$ cat config.mk
export PLATFORM = sky130hd
export DESIGN_NAME = trigger_pulse_gen
export DESIGN_NICKNAME = d
export VERILOG_FILES = /design/src/rtl/trigger_pulse_gen.sv
export SDC_FILE = /design/constraint.sdc
export NUM_CORES = 1
export LEC_CHECK = 0
export CAP_MARGIN = 20
export CORE_AREA = 5 5 131 133
export DETAILED_ROUTE_END_ITERATION = 16
export DIE_AREA = 0 0 136 138
export HOLD_SLACK_MARGIN = 0.03
export PLACE_DENSITY = 0.73
export SYNTH_ARGS = -nofsm -noshare
export SYNTH_HDL_FRONTEND = slang
export SYNTH_SLANG_ARGS = --single-unit
$ cat constraint.sdc
create_clock -name clk -period 5.5 [get_ports clk]
set_input_delay 1.1 -clock clk [delete_from_list [all_inputs] [get_ports clk]]
set_output_delay 1.1 -clock clk [all_outputs]
set_load 0.005 [all_outputs]
$ cat src/rtl/trigger_pulse_gen.sv
// trigger_pulse_gen: shapes the single-cycle trigger from the fine-delay chain
// into a programmable burst (width / period / count), with arming, retrigger
// holdoff and saturating status counters for host readback.
module trigger_pulse_gen #(
    parameter int WIDTH_BITS = 16,
    parameter int COUNT_BITS = 8,
    parameter int STAT_BITS  = 16
) (
    input  logic                  clk,
    input  logic                  rst,
    input  logic                  trigger_in,
    input  logic [WIDTH_BITS-1:0] pulse_width,
    input  logic [WIDTH_BITS-1:0] pulse_period,
    input  logic [COUNT_BITS-1:0] burst_count,
    input  logic                  cfg_update,
    input  logic                  single_shot,
    input  logic                  arm,
    input  logic                  disarm,
    output logic                  trigger_out,
    output logic                  busy,
    output logic                  armed,
    output logic [STAT_BITS-1:0]  trig_count,
    output logic [STAT_BITS-1:0]  miss_count
);

    typedef enum logic [1:0] {
        IDLE = 2'd0,
        HIGH = 2'd1,
        LOW  = 2'd2
    } state_t;

    typedef struct packed {
        logic [WIDTH_BITS-1:0] width;
        logic [WIDTH_BITS-1:0] period;
        logic [COUNT_BITS-1:0] count;
        logic                  single;
    } cfg_t;

    state_t                state_q, state_d;
    logic [WIDTH_BITS-1:0] el_q, el_d;          // cycles since current rising edge (1-based)
    logic [COUNT_BITS-1:0] left_q, left_d;      // pulses remaining, including the current one
    logic                  armed_q, armed_d;
    logic                  out_q, out_d;
    logic [STAT_BITS-1:0]  trig_q, trig_d;
    logic [STAT_BITS-1:0]  miss_q, miss_d;
    cfg_t                  shadow_q, shadow_d;
    cfg_t                  pend_q, pend_d;
    logic                  pend_valid_q, pend_valid_d;

    cfg_t                  cfg_in;
    logic [WIDTH_BITS:0]   width_p1;
    logic [WIDTH_BITS-1:0] period_min;
    logic                  accept, miss, period_end, burst_end;

    // Sanitise the raw config inputs so a loaded burst always has width>=1,
    // count>=1 and at least one low cycle between pulses (unless width is saturated).
    always_comb begin
        cfg_in.width  = (pulse_width == '0) ? WIDTH_BITS'(1) : pulse_width;
        width_p1      = {1'b0, cfg_in.width} + {{WIDTH_BITS{1'b0}}, 1'b1};
        period_min    = width_p1[WIDTH_BITS] ? '1 : width_p1[WIDTH_BITS-1:0];
        cfg_in.period = (pulse_period < period_min) ? period_min : pulse_period;
        cfg_in.count  = (burst_count == '0) ? COUNT_BITS'(1) : burst_count;
        cfg_in.single = single_shot;
    end

    // Next-state logic: burst FSM, arming, shadow/pending config and status counters.
    always_comb begin
        // NOTE: every signal written here gets a default first, so no path can leave
        // one unassigned and infer a latch.
        state_d      = state_q;
        el_d         = el_q;
        left_d       = left_q;
        armed_d      = armed_q;
        shadow_d     = shadow_q;
        pend_d       = pend_q;
        pend_valid_d = pend_valid_q;
        accept       = 1'b0;
        miss         = 1'b0;
        period_end   = 1'b0;
        burst_end    = 1'b0;

        unique case (state_q)
            IDLE: begin
                if (trigger_in) begin
                    if (armed_q) begin
                        accept  = 1'b1;
                        state_d = HIGH;
                        el_d    = WIDTH_BITS'(1);
                        left_d  = shadow_q.count;
                    end else begin
                        miss = 1'b1;
                    end
                end
            end
            HIGH: begin
                miss = trigger_in;
                el_d = el_q + WIDTH_BITS'(1);
                if (el_q == shadow_q.width) begin
                    // Saturated width leaves period == width: no low phase at all.
                    if (el_q == shadow_q.period) period_end = 1'b1;
                    else                         state_d    = LOW;
                end
            end
            LOW: begin
                miss = trigger_in;
                el_d = el_q + WIDTH_BITS'(1);
                if (el_q == shadow_q.period) period_end = 1'b1;
            end
            default: state_d = IDLE;
        endcase

        if (period_end) begin
            if (left_q > COUNT_BITS'(1)) begin
                state_d = HIGH;
                el_d    = WIDTH_BITS'(1);
                left_d  = left_q - COUNT_BITS'(1);
            end else begin
                state_d   = IDLE;
                burst_end = 1'b1;
            end
        end

        // Single-shot disarm at burst end takes priority, then disarm over arm.
        if (burst_end && shadow_q.single) armed_d = 1'b0;
        else if (disarm)                  armed_d = 1'b0;
        else if (arm)                     armed_d = 1'b1;

        // Config is applied directly in IDLE; during a burst it is parked until
        // the burst ends so a running burst never changes shape.
        if (cfg_update && state_q == IDLE) begin
            shadow_d = cfg_in;
        end else if (cfg_update) begin
            pend_d       = cfg_in;
            pend_valid_d = 1'b1;
        end
        if (burst_end) begin
            if (cfg_update)        shadow_d = cfg_in;
            else if (pend_valid_q) shadow_d = pend_q;
            pend_valid_d = 1'b0;
        end

        trig_d = (accept && !(&trig_q)) ? trig_q + STAT_BITS'(1) : trig_q;
        miss_d = (miss   && !(&miss_q)) ? miss_q + STAT_BITS'(1) : miss_q;
        out_d  = (state_d == HIGH);
    end

    // State and status registers with synchronous active-low reset.
    always_ff @(posedge clk) begin
        // NOTE: sequential state uses non-blocking assignments so every register
        // samples the pre-edge values regardless of statement order.
        if (!rst) begin
            state_q         <= IDLE;
            el_q            <= '0;
            left_q          <= '0;
            armed_q         <= 1'b0;
            out_q           <= 1'b0;
            trig_q          <= '0;
            miss_q          <= '0;
            shadow_q.width  <= WIDTH_BITS'(1);
            shadow_q.period <= WIDTH_BITS'(2);
            shadow_q.count  <= COUNT_BITS'(1);
            shadow_q.single <= 1'b1;
            pend_q          <= '0;
            pend_valid_q    <= 1'b0;
        end else begin
            state_q      <= state_d;
            el_q         <= el_d;
            left_q       <= left_d;
            armed_q      <= armed_d;
            out_q        <= out_d;
            trig_q       <= trig_d;
            miss_q       <= miss_d;
            shadow_q     <= shadow_d;
            pend_q       <= pend_d;
            pend_valid_q <= pend_valid_d;
        end
    end

    assign trigger_out = out_q;
    assign busy        = (state_q != IDLE);
    assign armed       = armed_q;
    assign trig_count  = trig_q;
    assign miss_count  = miss_q;

endmodule

==> results_dict.tcl <==
set metrics [dict create \
    startpoint_type "primary input" \
    clock_sinks 143 \
    ctsHtreeMaxLevel 4 \
    synth_largest_area_cell "dfxtp_1" \
    area_growth_pct 19.61 \
    synth_most_common_cell "dfxtp_1" \
    ys_seq_elements 143 \
    cts_tree "done" \
    drive_above_1_share_pct 7.685 \
    required_ns 5.86 \
    die_h_um 138 \
    drv_slew 0 \
    async_reset_ff_share_pct 0 \
    clk_path_buf_depth 2 \
    gr-total-overflow 0 \
    cp-end-kind "register" \
    outcome "completed" \
    antenna_found_initial 0 \
    cts.clk_slew.worst_paths_ns 0.06 \
    synthCells 976 \
    leakage_nw 3.391 \
    wl_per_cell_um 16.97 \
    track_usage_pct 22.40 \
    finClkSkew_ns 0.008502 \
    final_nets 1099 \
    ctsRootBufferMaster "clkbuf_16" \
    num_vias 7347 \
    post_cts_resized 0 \
    worst_slack_ns 0.6968 \
    rsz0062_at_grt "false" \
    globalplace.congestion 0.9604 \
    port_buffers 81 \
    ioPinCount 82 \
    drt_first_pass_iters 5 \
    cts_setup_buffers 0 \
    critPathMaxStageDelay_ns 0.62 \
    crit_path_cell_trace "clkdlybuf4s50_1 > nand4_2 > nor2_1 > nor4b_1 > mux2i_1 > ha_1 > nand4_1 > inv_1 > a221o_1 > a221oi_2 > buf_4 > mux2_2 > or3_1 > a31oi_1" \
    dpl_worst_slack_ns 0.3706 \
    synth_nets 1047 \
    drc 0 \
    vias_per_cell 5.845 \
    synth_edf_count 0 \
    finalCriticalPeriod_ns 4.803 \
    setup_viol 0 \
    p_per_area_nw_per_um2 276.6 \
    hold_viol_final 0 \
    synthTopCellsByCount "143 x dfxtp_1, 125 x nand2_1, 86 x nor2_1" \
    cts_buffers 17 \
    die_w_um 136 \
    synth_area_sq_um 7797 \
    syn_avg_cell_area_sq_um 7.989 \
    fin_setup_tns_ns 0 \
    initial_utilization_pct 49.63 \
    ctsHoldBuffers 0 \
    place_inst 1224 \
    yosysTopAreaCellShare_pct 36.71 \
    stdcell_count 1257 \
    dieArea_sq_um 18770 \
    yosysWarnings 0 \
    crit_fanout 14 \
    core_sq_um 15710 \
    slew_headroom_pct 25.69 \
    worstPathArrival_ns 5.16 \
    postLayoutCoreUtil_pct 59.36 \
    hp-class "register to register" \
    grt_max_degree 67 \
    ir_drop_mv 0.2265 \
    num_rows 46 \
    min_period_over_period_pct 87.33 \
    totalPowerFinal_mw 2.579 \
    cap_violations 0 \
    place_area_sq_um 8721 \
    ant_nets 0 \
    insertion_delay_ns 0.43 \
    num_antenna_cells 0 \
    hold_slack_ns 0.4508 \
    synth_cell_type_count 65 \
    drtIter0Drc 756 \
    synth_seq_area_share_pct 36.71 \
    grt_pass1_wl_um 34490 \
    crit_type "primary input to register" \
    synth_area_leaders "dfxtp_1 37%, nand2_1 6.0%, xnor2_1 5.4%" \
    final_area_sq_um 9326 \
    ys.flop_type "dfxtp_1" \
    drt-total-wl_um 21340 \
    dpl.hpwl_um 15170 \
    max_freq_mhz 208.2 \
    grt_pass1_vias 6876 \
    critical_path.slowest_cell "clkdlybuf4s50_1" \
    fillCellCount 1412 \
    worst_pin_slew_ns 1.114 \
]
[power breakdown]
group	internal (mW)	total [mW]	switching (mW)
Combinational	0.132	0.306	0.175
Clock	0.690	1.17	0.483
Sequential	1.07	1.10	0.0298
Total	1.89	2.58	0.687
[critical path, delay by kind of cell]
family / cells / cell delay, ns
AOI/OAI and AO/OA: 3 / 0.66
and+or+nand+nor: 5 / 1.45
buffers and inverters: 3 / 0.94
muxes: 2 / 0.72
adders and majority gates: 1 / 0.29
[layout by cell type (no fill, tap or decap), drive strengths merged, types with 13 or more instances in the layout]
cell	synthesis	layout
xor2	14	14
a21oi	79	79
a221oi	24	24
inv	66	72
clkdlybuf4s50	0	81
ha	24	24
nand4	23	23
o21ai	67	67
nand2	125	125
a211oi	13	13
nor4	17	17
dfxtp	143	143
nor2	87	87
nand3	25	25
mux2i	17	17
clkbuf	44	19
xnor2	48	48
[per-layer routing]
| layer | vias up | GRT usage [%] | share of wire, % |
|---|---|---|---|
| met5 | - | 0 | 0 |
| met4 | 0 | 6.578 | 1.7 |
| met3 | 35 | 4.644 | 6.5 |
| met2 | 242 | 35.57 | 47 |
| met1 | 3504 | 30.71 | 45 |
| li1 | 3566 | - | - |
[registers in the layout, indices dropped and copies added (netlist names)]
| register | flops |
|---|---|
| state_q | 2 |
| miss_count | 16 |
| trigger_out | 1 |
| shadow_q | 41 |
| trig_count | 16 |
| left_q | 8 |
| pend_valid_q | 1 |
| armed | 1 |
| el_q | 16 |
| pend_q | 41 |
[cell families after synthesis]
group	synth area share, %
simple gates	20.88
compound gates	21.42
flops	36.71
buf+inv	6.547
xor+xnor	6.964
mux	3.626
fa+ha+maj	3.851
[final cells by class]
| class | count | area (sq um) | share of cell area (%) |
|---|---|---|---|
| Multi-Input combinational cell | 705 | 4427 | 47.46 |
| Sequential cell | 143 | 2863 | 30.69 |
| Timing Repair Buffer | 93 | 913.4 | 9.793 |
| Clock buffer | 19 | 442.9 | 4.749 |
| Tap cell | 216 | 270.3 | 2.898 |
| Inverter | 68 | 255.2 | 2.737 |
| Clock inverter | 13 | 155.1 | 1.664 |
[worst paths after layout]
path	start	to	slack, ns	depth (start not counted)
worst max register to register	el_q[11]	shadow_q[3]	2.30	7
worst min-delay path	pend_q[38]	pend_q[38]	0.45	2
worst min register to register	pend_q[38]	pend_q[38]	0.45	2
worst max-delay path	pulse_width[1]	shadow_q[18]	0.70	14
No activity file was read; power rests on OpenSTA's default activity.
==> RTL change 1: new RTL, same flow settings <==
Remove the register `out_q`: a continuous assignment takes its place, so the output `trigger_out` follows one clock earlier.
--- a/src/rtl/trigger_pulse_gen.sv
+++ b/src/rtl/trigger_pulse_gen.sv
@@ -155,3 +155,2 @@
             armed_q         <= 1'b0;
-            out_q           <= 1'b0;
             trig_q          <= '0;
@@ -169,3 +168,2 @@
             armed_q      <= armed_d;
-            out_q        <= out_d;
             trig_q       <= trig_d;
@@ -177,2 +175,4 @@
     end
+
+    assign out_q = out_d;
 
Function: changed (Yosys sat finds a counterexample within 4 cycles, from zero or initial values and one cycle with rst low).
==> RTL change 1 against the unedited design <==
  * Maximum frequency is 1.8% lower
  * Final area is 1.9% higher
  * Die area stayed put
  * Sequential share of layout area is 0.79 points lower
  * First-iteration DRC count is 39% lower
  * Worst setup slack worse by 88 ps
  * Routed wire length is 0.62% higher
  * Sequential power hardly changed
  * Hold slack worse by 2.7 ps
  * Synthesized area is 2.3% higher
  * Sequential cell count is 1 lower
  * Power is 1.5% lower
  * Critical path type unchanged
  * Highest routed layer unchanged
==> RTL change 1: results (changes against the unedited design) <==
Outcome
  – Status: finished clean (unchanged)

Power and ir drop
  – Static leakage: 3.53 nW (was 3.39 nW)
  – Peak VDD IR: 0.244 mV (was 0.227 mV)

Critical path
  – R2r setup slk: 2280 ps (was 2300 ps)
  – Reg2Reg Depth: 8 (was 7)
  – Worst Path Max Fanout: 13 (was 14)
  – R2R Path End: shadow_q[21] (was shadow_q[3])

Global route
  – Number of global-route vias before repair: 6722 (was 6876)
  – Largest net degree at the start of global routing: 60 (was 67)
  – First-pass GRT wire length: 35000 um (was 34500 um)

Yosys
  – Area contributors post-synth: dfxtp_1 36%, a21oi_1 4.9%, nand2_1 4.8% (was dfxtp_1 37%, nand2_1 6.0%, xnor2_1 5.4%)
  – Register area share after synthesis: 35.6% (was 36.7%)
  – Post-synth top cells: 142 x dfxtp_1, 102 x nand2_1, 94 x nor2_1 (was 143 x dfxtp_1, 125 x nand2_1, 86 x nor2_1)
  – Synth Net Count: 1041 (was 1047)
  – Synth cell types: 70 (was 65)

STA
  – Worst-margin pin slew: 879 ps (was 1110 ps)
  – Final Skew: 11.8 ps (was 8.50 ps)

Placement
  – GP Congestion: 0.910 (was 0.960)
  – Post-DP HPWL: 15400 um (was 15200 um)

Detailed routing
  – Detailed-route via count: 7273 (was 7347)
  – Initial DRC count: 459 (was 756)
  – DR pass1 iterations: 6 (was 5)

Finish
  – Fin nets: 1103 (was 1099)
  – Share of cells above drive strength 1: 10.6% (was 7.68%)
  – Filler cell count in the final layout: 1410 (was 1412)

Hold path
  – HP Start: shadow_q[3] (was pend_q[38])
  – HP Class: flip-flop to flip-flop (unchanged)

Clock network
  – Post-cts sizing count: 0 (unchanged)
## RTL change 1: cell count changes after synthesis, sizes merged, moves of 8 or more
cell    change
xnor2      -16
nor3       +13
o21ai      -35
a221oi     -17
o221ai     +29
xor2       +13
a21o       +10
nand3      +10
a31oi       -8
nand2      -22
## RTL change 1: kinds of logic (layout without fill, tap and decap cells)
logic type                 Yosys count  in the layout  share of synthesized area, %
buffers and inverters              123            198                          6.62
and+or+nand+nor                    357            357                          22.2
DFF                                142            142                          35.6
xor gates and xnor gates            59             59                          6.48
muxes                               27             27                          3.62
AOI/OAI and AO/OA                  238            238                          21.7
adders and majority gates           24             24                          3.76
## RTL change 1: layer usage
layer	share of wire (%)	global-route usage [%]	up-vias
met2	47	36.1	225
met4	2.2	7.53	0
met3	6.0	6.10	38
li1	-	-	3613
met5	0	0	-
met1	45	30.8	3397
## RTL change 1: worst max path at each step
| stage | startpoint | to | slack, ps |
|---|---|---|---|
| floorplan | pulse_width[2] | shadow_q[17] | 1150 |
| global placement | pulse_width[0] | shadow_q[9] | 360 |
| detailed placement | pulse_width[0] | shadow_q[9] | 230 |
| CTS | pulse_width[0] | shadow_q[9] | 680 |
| global route | pulse_width[0] | shadow_q[9] | 360 |
| finish | pulse_width[0] | shadow_q[9] | 610 |
## RTL change 1: stage by stage
stage	total power, W	setup WS [ps]	hold slack, ps	cell area [um2]	std cells
global route	0.00264	364	474	9510	1261
floorplan	0.00133	1150	425	7980	970
global placement	0.00145	364	437	8940	1229
finish	0.00254	609	448	9510	1261
CTS	0.00256	680	450	9510	1261
detailed placement	0.00145	231	441	8940	1229
## RTL change 1: cell type report
class	instances	area, um2	area share, %
clock inverter	10	104	1.09
multi-input combinational	705	4610	48.5
tap	216	270	2.84
timing repair buffer	104	978	10.3
sequential	142	2840	29.9
clock buffer	22	464	4.88
inverter	62	233	2.45
## RTL change 1: power by group through the flow
stage,Combinational [W],Sequential (W),Clock [W]
floorplan,0.000217,0.00111,0
detailed placement,0.000327,0.00112,0
global route,0.000365,0.00110,0.00117
finish,0.000330,0.00110,0.00111
CTS,0.000329,0.00110,0.00113
global placement,0.000323,0.00112,0
## RTL change 1: critical path, delay by kind of cell
kind                       cells  cell delay (ps)
adders and majority gates      1              300
buffers and inverters          2              820
and+or+nand+nor                6             1680
AOI/OAI and AO/OA              3              800
muxes                          2              490
==> RTL change 2: new RTL, same settings <==
Without the edit above. Change the parameter `WIDTH_BITS` from 16 to 14.
--- a/src/rtl/trigger_pulse_gen.sv
+++ b/src/rtl/trigger_pulse_gen.sv
@@ -4,3 +4,3 @@
 module trigger_pulse_gen #(
-    parameter int WIDTH_BITS = 16,
+    parameter int WIDTH_BITS = 14,
     parameter int COUNT_BITS = 8,
Interface: changed (resized pulse_period and pulse_width); port bits go from 82 to 78. The function was not compared with the original's and may differ.
==> RTL change 2 against the unedited design <==
  * Combinational power is 12% lower
  * Sequential cell count is 10 lower
  * Power is 9.7% lower
  * Routed wire length decreased by 14%
  * Synthesized area fell by 10%
  * Worst setup slack improved by 110 ps
  * Core utilization fell by 5.6 points
  * Final area decreased by 9.4%
==> RTL change 2: results (changes against the unedited design) <==
STA
  – Worst-margin pin slew: 906 ps (was 1110 ps)
  – Final Skew: 6.09 ps (was 8.50 ps)

Global route
  – First-pass GRT wire length: 30400 um (was 34500 um)
  – Largest net degree at the start of global routing: 63 (was 67)
  – Met1 usage: 28.0% (was 30.7%)

Yosys
  – Register area share after synthesis: 38.1% (was 36.7%)
  – Avg Cell Area, Syn: 8.01 um2 (was 7.99 um2)
  – Area contributors post-synth: dfxtp_1 38%, nor2_1 6.5%, xnor2_1 5.1% (was dfxtp_1 37%, nand2_1 6.0%, xnor2_1 5.4%)
  – Synth Net Count: 938 (was 1047)
  – Synth cell types: 61 (was 65)

Finish
  – Fin nets: 991 (was 1099)
  – Share of cells above drive strength 1: 7.24% (was 7.68%)
  – Filler cell count in the final layout: 1506 (was 1412)
  – Regs by FF count: pend_q: 37 flops, shadow_q: 37 flops (was pend_q: 41 flops, shadow_q: 41 flops)

Placement
  – Post-DP HPWL: 12700 um (was 15200 um)
  – Dpl cell area: 7880 um2 (was 8720 um2)
  – Placed cell count: 1122 (was 1224)
  – GP Congestion: 0.876 (was 0.960)
  – Worst slack, placed: 388 ps (was 371 ps)

Detailed routing
  – Met3 routed WL: 1090 um (was 1390 um)
  – Initial DRC count: 640 (was 756)
  – Vias per cell: 5.55 (was 5.84)
  – M1 wire length: 8720 um (was 9600 um)
  – Met2 wire length: 8430 um (was 9970 um)

Power and ir drop
  – Internal power: 0.00171 W (was 0.00189 W)
  – Static leakage: 3.09 nW (was 3.39 nW)

Critical path
  – Worst Path Max Fanout: 8 (was 14)

Outcome
  – Status: finished clean (unchanged)
==> RTL change 2: changes by cell type after synthesis, sizes merged, moves of 10 or more <==
cell,unedited run,this run
o21ai,67,32
inv,66,20
dfxtp,143,133
a21oi,79,52
o22ai,1,23
nor3,9,34
a211oi,13,25
nor2,87,122
nand2,125,94
a221oi,24,0
==> RTL change 2: worst max-delay path, delay by kind of cell <==
kind | cells | cell delay (ps)
buf+inv | 1 | 610
simple gates | 6 | 1350
mux | 1 | 370
fa+ha+maj | 1 | 280
compound gates | 6 | 1290
==> RTL change 2: layout make-up <==
cell class / instances / area share (%)
timing repair buffer: 89 / 10.4
inverter: 20 / 0.888
clock inverter: 12 / 0.963
sequential: 133 / 31.5
multi-input combinational: 665 / 47.6
tap: 216 / 3.20
clock buffer: 20 / 5.41
==> RTL change 2: through the flow <==
stage	total power, W	hold slack, ps
floorplan	0.00121	404
global placement	0.00131	442
detailed placement	0.00131	447
CTS	0.00234	455
global route	0.00242	479
finish	0.00233	455
==> RTL change 2: power groups by stage <==
| stage | combinational, W | sequential, W | clock (W) |
|---|---|---|---|
| 3_3_place_gp | 0.000264 | 0.00105 | 0 |
| 3_5_place_dp | 0.000266 | 0.00105 | 0 |
| 2_1_floorplan | 0.000174 | 0.00104 | 0 |
| 6_report | 0.000269 | 0.00103 | 0.00103 |
| 4_1_cts | 0.000269 | 0.00103 | 0.00105 |
| 5_1_grt | 0.000301 | 0.00103 | 0.00109 |
==> RTL change 2: worst paths after layout <==
path | start | to | slack, ps | cells after the start
setup / recovery | pulse_width[3] | shadow_q[17] | 800 | 15
hold / removal | pend_q[3] | pend_q[3] | 450 | 2
setup reg to reg | state_q[1] | shadow_q[17] | 2270 | 9
hold reg to reg | pend_q[3] | pend_q[3] | 450 | 2
